$ cat src/rtl/vga_timing_pkg.sv
// Shared VGA timing constants and helpers for the parametrised sync generator.
// Defaults describe standard 640x480@60 with active-low syncs.
package vga_timing_pkg;

  localparam int SYNC_ACTIVE_LOW  = 0;
  localparam int SYNC_ACTIVE_HIGH = 1;

  localparam int VGA640_H_DISPLAY = 640;
  localparam int VGA640_H_FRONT   = 16;
  localparam int VGA640_H_SYNC    = 96;
  localparam int VGA640_H_BACK    = 48;
  localparam int VGA640_V_DISPLAY = 480;
  localparam int VGA640_V_FRONT   = 10;
  localparam int VGA640_V_SYNC    = 2;
  localparam int VGA640_V_BACK    = 33;

  typedef struct packed {
    int display;
    int front;
    int sync;
    int back;
  } axis_timing_t;

  localparam axis_timing_t VGA640_H = '{VGA640_H_DISPLAY, VGA640_H_FRONT,
                                        VGA640_H_SYNC, VGA640_H_BACK};
  localparam axis_timing_t VGA640_V = '{VGA640_V_DISPLAY, VGA640_V_FRONT,
                                        VGA640_V_SYNC, VGA640_V_BACK};

  function automatic int axisTotal(input int display, input int front,
                                   input int sync, input int back);
    return display + front + sync + back;
  endfunction

  function automatic int syncStart(input int display, input int front);
    return display + front;
  endfunction

endpackage

$ cat src/rtl/vga_axis_counter.sv
// One timing axis: wrapping position counter with advance enable, a wrap flag
// for the current position, and a sync decode registered alongside the count.
module vga_axis_counter
  import vga_timing_pkg::*;
#(
  parameter int TOTAL      = 800,
  parameter int DISPLAY    = 640,
  parameter int SYNC_START = 656,
  parameter int SYNC_LEN   = 96,
  parameter int W          = 10
) (
  input  logic         clk,
  input  logic         reset,
  input  logic         i_advance,
  output logic [W-1:0] o_pos,
  output logic         o_wrap,
  output logic         o_syncActive,
  output logic         o_activeNext
);

  localparam logic [W-1:0] LAST = W'(TOTAL - 1);

  logic [W-1:0] r_pos;
  logic         r_syncActive;
  logic [W-1:0] w_posNext;
  logic         w_syncNext;

  assign o_wrap = (r_pos == LAST);

  // Decode is taken from the value the counter is about to hold so that the
  // registered sync lines up with the registered position.
  always_comb begin
    w_posNext = r_pos;
    if (i_advance) begin
      w_posNext = o_wrap ? '0 : r_pos + W'(1);
    end
    w_syncNext = (SYNC_LEN > 0)
              && (int'(w_posNext) >= SYNC_START)
              && (int'(w_posNext) < SYNC_START + SYNC_LEN);
  end

  assign o_activeNext = (int'(w_posNext) < DISPLAY);

  always_ff @(posedge clk or posedge reset) begin
    if (reset) begin
      r_pos        <= LAST;
      r_syncActive <= 1'b0;
    end else if (i_advance) begin
      r_pos        <= w_posNext;
      r_syncActive <= w_syncNext;
    end
  end

  assign o_pos        = r_pos;
  assign o_syncActive = r_syncActive;

endmodule

$ cat src/rtl/vga_timing_gen.sv
// Parametrised VGA sync generator: pixel clock-enable, programmable sync
// polarity, line/frame strobes and a completed-frame counter.
module vga_timing_gen
  import vga_timing_pkg::*;
#(
  parameter int H_DISPLAY  = VGA640_H_DISPLAY,
  parameter int H_FRONT    = VGA640_H_FRONT,
  parameter int H_SYNC     = VGA640_H_SYNC,
  parameter int H_BACK     = VGA640_H_BACK,
  parameter int V_DISPLAY  = VGA640_V_DISPLAY,
  parameter int V_FRONT    = VGA640_V_FRONT,
  parameter int V_SYNC     = VGA640_V_SYNC,
  parameter int V_BACK     = VGA640_V_BACK,
  parameter int H_SYNC_POL = SYNC_ACTIVE_LOW,
  parameter int V_SYNC_POL = SYNC_ACTIVE_LOW,
  parameter int CNT_W      = 10,
  parameter int FRAME_W    = 8
) (
  input  logic               clk,
  input  logic               reset,
  input  logic               pix_en,
  output logic               hsync,
  output logic               vsync,
  output logic               display_on,
  output logic [CNT_W-1:0]   hpos,
  output logic [CNT_W-1:0]   vpos,
  output logic               line_start,
  output logic               frame_start,
  output logic [FRAME_W-1:0] frame_cnt
);

  localparam int   H_TOTAL = axisTotal(H_DISPLAY, H_FRONT, H_SYNC, H_BACK);
  localparam int   V_TOTAL = axisTotal(V_DISPLAY, V_FRONT, V_SYNC, V_BACK);
  localparam logic H_POL   = (H_SYNC_POL != 0);
  localparam logic V_POL   = (V_SYNC_POL != 0);

  logic w_hWrap, w_vWrap, w_hSyncAct, w_vSyncAct, w_hActNext, w_vActNext;
  logic w_vAdvance, w_frameWrap;
  logic r_displayOn, r_lineStart, r_frameStart, r_started;
  logic [FRAME_W-1:0] r_frameCnt;

  assign w_vAdvance  = pix_en & w_hWrap;
  assign w_frameWrap = w_vAdvance & w_vWrap;

  vga_axis_counter #(
    .TOTAL      (H_TOTAL),
    .DISPLAY    (H_DISPLAY),
    .SYNC_START (syncStart(H_DISPLAY, H_FRONT)),
    .SYNC_LEN   (H_SYNC),
    .W          (CNT_W)
  ) uHAxis (
    .clk          (clk),
    .reset        (reset),
    .i_advance    (pix_en),
    .o_pos        (hpos),
    .o_wrap       (w_hWrap),
    .o_syncActive (w_hSyncAct),
    .o_activeNext (w_hActNext)
  );

  vga_axis_counter #(
    .TOTAL      (V_TOTAL),
    .DISPLAY    (V_DISPLAY),
    .SYNC_START (syncStart(V_DISPLAY, V_FRONT)),
    .SYNC_LEN   (V_SYNC),
    .W          (CNT_W)
  ) uVAxis (
    .clk          (clk),
    .reset        (reset),
    .i_advance    (w_vAdvance),
    .o_pos        (vpos),
    .o_wrap       (w_vWrap),
    .o_syncActive (w_vSyncAct),
    .o_activeNext (w_vActNext)
  );

  // The wrap out of the reset position only starts the first frame, so the
  // frame counter ignores it and counts completed frames from there on.
  always_ff @(posedge clk or posedge reset) begin
    if (reset) begin
      r_displayOn  <= 1'b0;
      r_lineStart  <= 1'b0;
      r_frameStart <= 1'b0;
      r_started    <= 1'b0;
      r_frameCnt   <= '0;
    end else begin
      r_lineStart  <= w_vAdvance;
      r_frameStart <= w_frameWrap;
      if (pix_en) begin
        r_displayOn <= w_hActNext & w_vActNext;
        r_started   <= 1'b1;
      end
      if (w_frameWrap && r_started) begin
        r_frameCnt <= r_frameCnt + FRAME_W'(1);
      end
    end
  end

  assign hsync       = w_hSyncAct ? H_POL : ~H_POL;
  assign vsync       = w_vSyncAct ? V_POL : ~V_POL;
  assign display_on  = r_displayOn;
  assign line_start  = r_lineStart;
  assign frame_start = r_frameStart;
  assign frame_cnt   = r_frameCnt;

endmodule

$ cat config.mk
export PLATFORM = sky130hd
export DESIGN_NAME = vga_timing_gen
export DESIGN_NICKNAME = d
export VERILOG_FILES = /design/src/rtl/vga_timing_pkg.sv /design/src/rtl/vga_axis_counter.sv /design/src/rtl/vga_timing_gen.sv
export SDC_FILE = /design/constraint.sdc
export NUM_CORES = 1
export LEC_CHECK = 0
export BUFFER_PORTS_ARGS = -buffer_cell sky130_fd_sc_hd__buf_2
export CAP_MARGIN = 20
export CORE_MARGIN = 4
export CORE_UTILIZATION = 57
export DETAILED_ROUTE_END_ITERATION = 10
export PLACE_DENSITY = 0.86
export SLEW_MARGIN = 10
export SYNTH_ARGS = -nofsm -noshare
export SYNTH_HDL_FRONTEND = slang
export SYNTH_SLANG_ARGS = --single-unit
$ cat constraint.sdc
create_clock -name clk -period 4.7 [get_ports clk]
set_input_delay 0.47 -clock clk [delete_from_list [all_inputs] [get_ports clk]]
set_output_delay 0.47 -clock clk [all_outputs]
set_load 0.02 [all_outputs]
==> impl_metrics.toml <==
[status]
status = "finished clean"

[worst_setup_path]
required_ns = 4.97
worst_r2r_startpoint = "uHAxis.o_pos[0]"
critical_path.max_stage_delay_ns = 0.58
critPathLaunchType = "register"
worst-setup-path-type = "register to register"
cp.buffers_inverters = 1
reg2reg_slack_ns = 2.23
crit_family = "simple AND/OR/NAND/NOR gates"
worstPathMaxFanout = 11
critPathArrivalTime_ns = 2.74
endpoint_kind = "register"
cp_slowest_cell = "dfstp_2"
crit_chain = "ha_1 -> and4_1 -> nand4_2 -> inv_2 -> nand3_2 -> nor4_2 -> xor2_1"
r2r-end = "frame_cnt[7]"
r2r_cells = 7

[synthesis]
synth_top_area_cell = "dfrtp_1"
synth_top_area_share_pct = 32.52
ys_seq_elements = 34
synth_area_per_cell_um2 = 10.20
yosys.area_share.adder_pct = 2.710
synth_compound_area_share_pct = 12.20
ys_top_cells_by_area = "dfrtp_1 (33%), dfstp_2 (14%), xnor2_1 (4.3%), xor2_1 (3.8%), nand2_1 (3.7%)"
synth-edff-count = 0
yosysSeqAreaShare_pct = 46.75
ys.flop_type = "dfrtp_1"
yosys_warnings = 0
synth_top_family_by_area = "simple AND/OR/NAND/NOR gates"
syn_nets = 188
syn_area_um2 = 1847
synthCells = 181
yosys.area_share.simple_pct = 24.32
synth_xor_area_share_pct = 8.062
ys_async_sr_fraction_pct = 100.0
yosys-mux-area-fraction_pct = 1.762
synth_cell_types = 52

[floorplanning]
rows = 20
die-area_um2 = 4215
start_util_pct = 60.00
die_w_um = 64.92
core_um2 = 3078
num_io_pins = 36
die_h_um = 64.92

[global_route]
grt_pass1_vias = 1460
grtUsageTotal_pct = 20.63
grt_pass1_wl_mm = 6.672
grt_use_met2_pct = 33.21
use_met3_pct = 5.373
use_met1_pct = 25.84
busiest_layer = "met2"
grt_max_degree = 35
antenna_found_initial = 0
overflow = 0

[layout]
fin_nets = 224
fin_cells = 262
nFillCells = 256
drive_gt1_share_pct = 30.73
antenna_cells = 0
post-route-util_pct = 68.74
register_area_um2 = 863.3
multiInputGateArea_um2 = 905.9
synthToLayoutAreaGrowth_pct = 14.57

[routing]
first_pass_iters = 4
vias = 1525
ant_nets = 0
post_drt_wl_per_cell_um = 14.77
drt-initial-drc-count = 92
drcViolationCount = 0
drt-vias-per-instance = 5.821
wl_mm = 3.869

[cts]
cts_sinks = 34
cts-hold-fix-buffers = 0
cts_resized = 0
clk_latency_ns = 0.34
cts-root-buf = "clkbuf_4"
cts_tree = "done"
numCtsBuffers = 5
clk_path_buf_depth = 2
htreeDepth = 2
cts.clk_slew.worst_paths_ns = 0.11
cts_setup_buffers = 0

[timing]
max_slew_margin_pct = 64.71
setup_viol = 0
max_freq_mhz = 405.5
finalHoldViolCount = 0
rsz0062_at_grt = "false"
worst_pin_slew_ns = 0.5246
setup_slack_ns = 2.234
post-route-period-util_pct = 52.47
tns_ns = 0
drv_slew = 0
worst_clock_skew_ns = 0.01463
final.min_clock_period_ns = 2.466

[placed_design]
dp_cells = 254
place_hpwl_mm = 2.786
place_congestion = 0.8558
place_ws_ns = 2.223
numPortBuffers = 35

[power]
p_per_area_nw_per_um2 = 306.8
max-vdd-ir-drop_mv = 0.2486
leakage_nw = 1.013

[min_path]
hp-class = "input pin to async pin"

[flow_run]
cap_violations = 0
## cells in the mapped netlist (7+ instances only)
| cell type | number |
|---|---|
| dfrtp_1 | 24 |
| nor2_1 | 9 |
| nor3_1 | 7 |
| nand2_1 | 18 |
| inv_1 | 11 |
| nand3_1 | 11 |
| nand4_1 | 7 |
| dfstp_2 | 10 |
| xor2_1 | 8 |
| xnor2_1 | 9 |
## power by group
part	switching, mW	internal (mW)	total (mW)	leakage (nW)
logic	0.0717	0.0408	0.112	0.569
registers	0.0360	0.329	0.365	0.410
clock network	0.0998	0.0719	0.172	0.0343
total	0.208	0.442	0.649	1.01
## layout make-up
type	instances	area share, %
clock inverter	2	0.5914
sequential	34	40.80
inverter	12	2.129
tap	44	2.602
multi-input combinational	128	42.81
clock buffer	6	2.425
timing repair buffer	36	8.634
## flip-flops by register name (all words and copies together) (netlist names)
signal / flops
uVAxis.o_syncActive: 1
uVAxis.o_pos: 10
frame_cnt: 8
frame_start: 1
display_on: 1
uHAxis.o_pos: 10
uHAxis.o_syncActive: 1
r_started: 1
line_start: 1
## per-layer routing
layer / vias up / share of wire (%)
met1: 726 / 44
met2: 56 / 47
li1: 734 / -
met4: 0 / 1.8
met5: - / 0
met3: 9 / 7.0
## worst max path at each step
stage | cells past startpoint | startpoint | endpoint | slack, ns
floorplan | 7 | uHAxis.o_pos[0] | display_on | 2.46
global placement | 7 | uHAxis.o_pos[0] | frame_cnt[7] | 2.38
detailed placement | 7 | uHAxis.o_pos[0] | frame_cnt[7] | 2.22
CTS | 7 | uHAxis.o_pos[0] | frame_cnt[7] | 2.22
global route | 7 | uHAxis.o_pos[0] | frame_cnt[7] | 2.02
finish | 7 | uHAxis.o_pos[0] | frame_cnt[7] | 2.23
## per-stage QoR
stage | area (um^2) | hold slack, ns | power [mW]
after floorplan | 1847 | 0.4807 | 0.4416
after global placement | 2052 | 0.4540 | 0.4788
after detailed placement | 2052 | 0.4582 | 0.4830
after CTS | 2116 | 0.1925 | 0.6558
after global routing | 2116 | 0.2304 | 0.6887
final | 2116 | 0.1944 | 0.6490
## worst register-to-register path, delay by kind of cell (launching register included)
| kind | cells | cell delay (ns) |
|---|---|---|
| xor+xnor | 1 | 0.18 |
| flops | 1 | 0.58 |
| fa+ha+maj | 1 | 0.19 |
| simple gates | 4 | 1.21 |
| buf+inv | 1 | 0.23 |
## cells by family after synthesis
family                   Yosys count
multiplexers                       3
adder cells (fa/ha/maj)            4
flip-flops                        34
AO/OA/AOI/OAI                     28
XOR/XNOR                          17
AND/OR/NAND/NOR                   76
buffers and inverters             19
## cell usage in the layout, fill, tap and decap left out, types with 3 or more instances in the layout
cell      count
dfstp_2      10
o21ai_0       5
a21o_1        5
dfrtp_1      24
nand3_1      11
nor2_1        9
inv_1        11
xnor2_1       9
nand2_1      18
nor3_1        7
nor4_1        3
buf_2        35
clkbuf_4      5
xor2_1        8
ha_1          4
nand4_1       7
and3_1        3
Power figures use the tool's default switching activity.
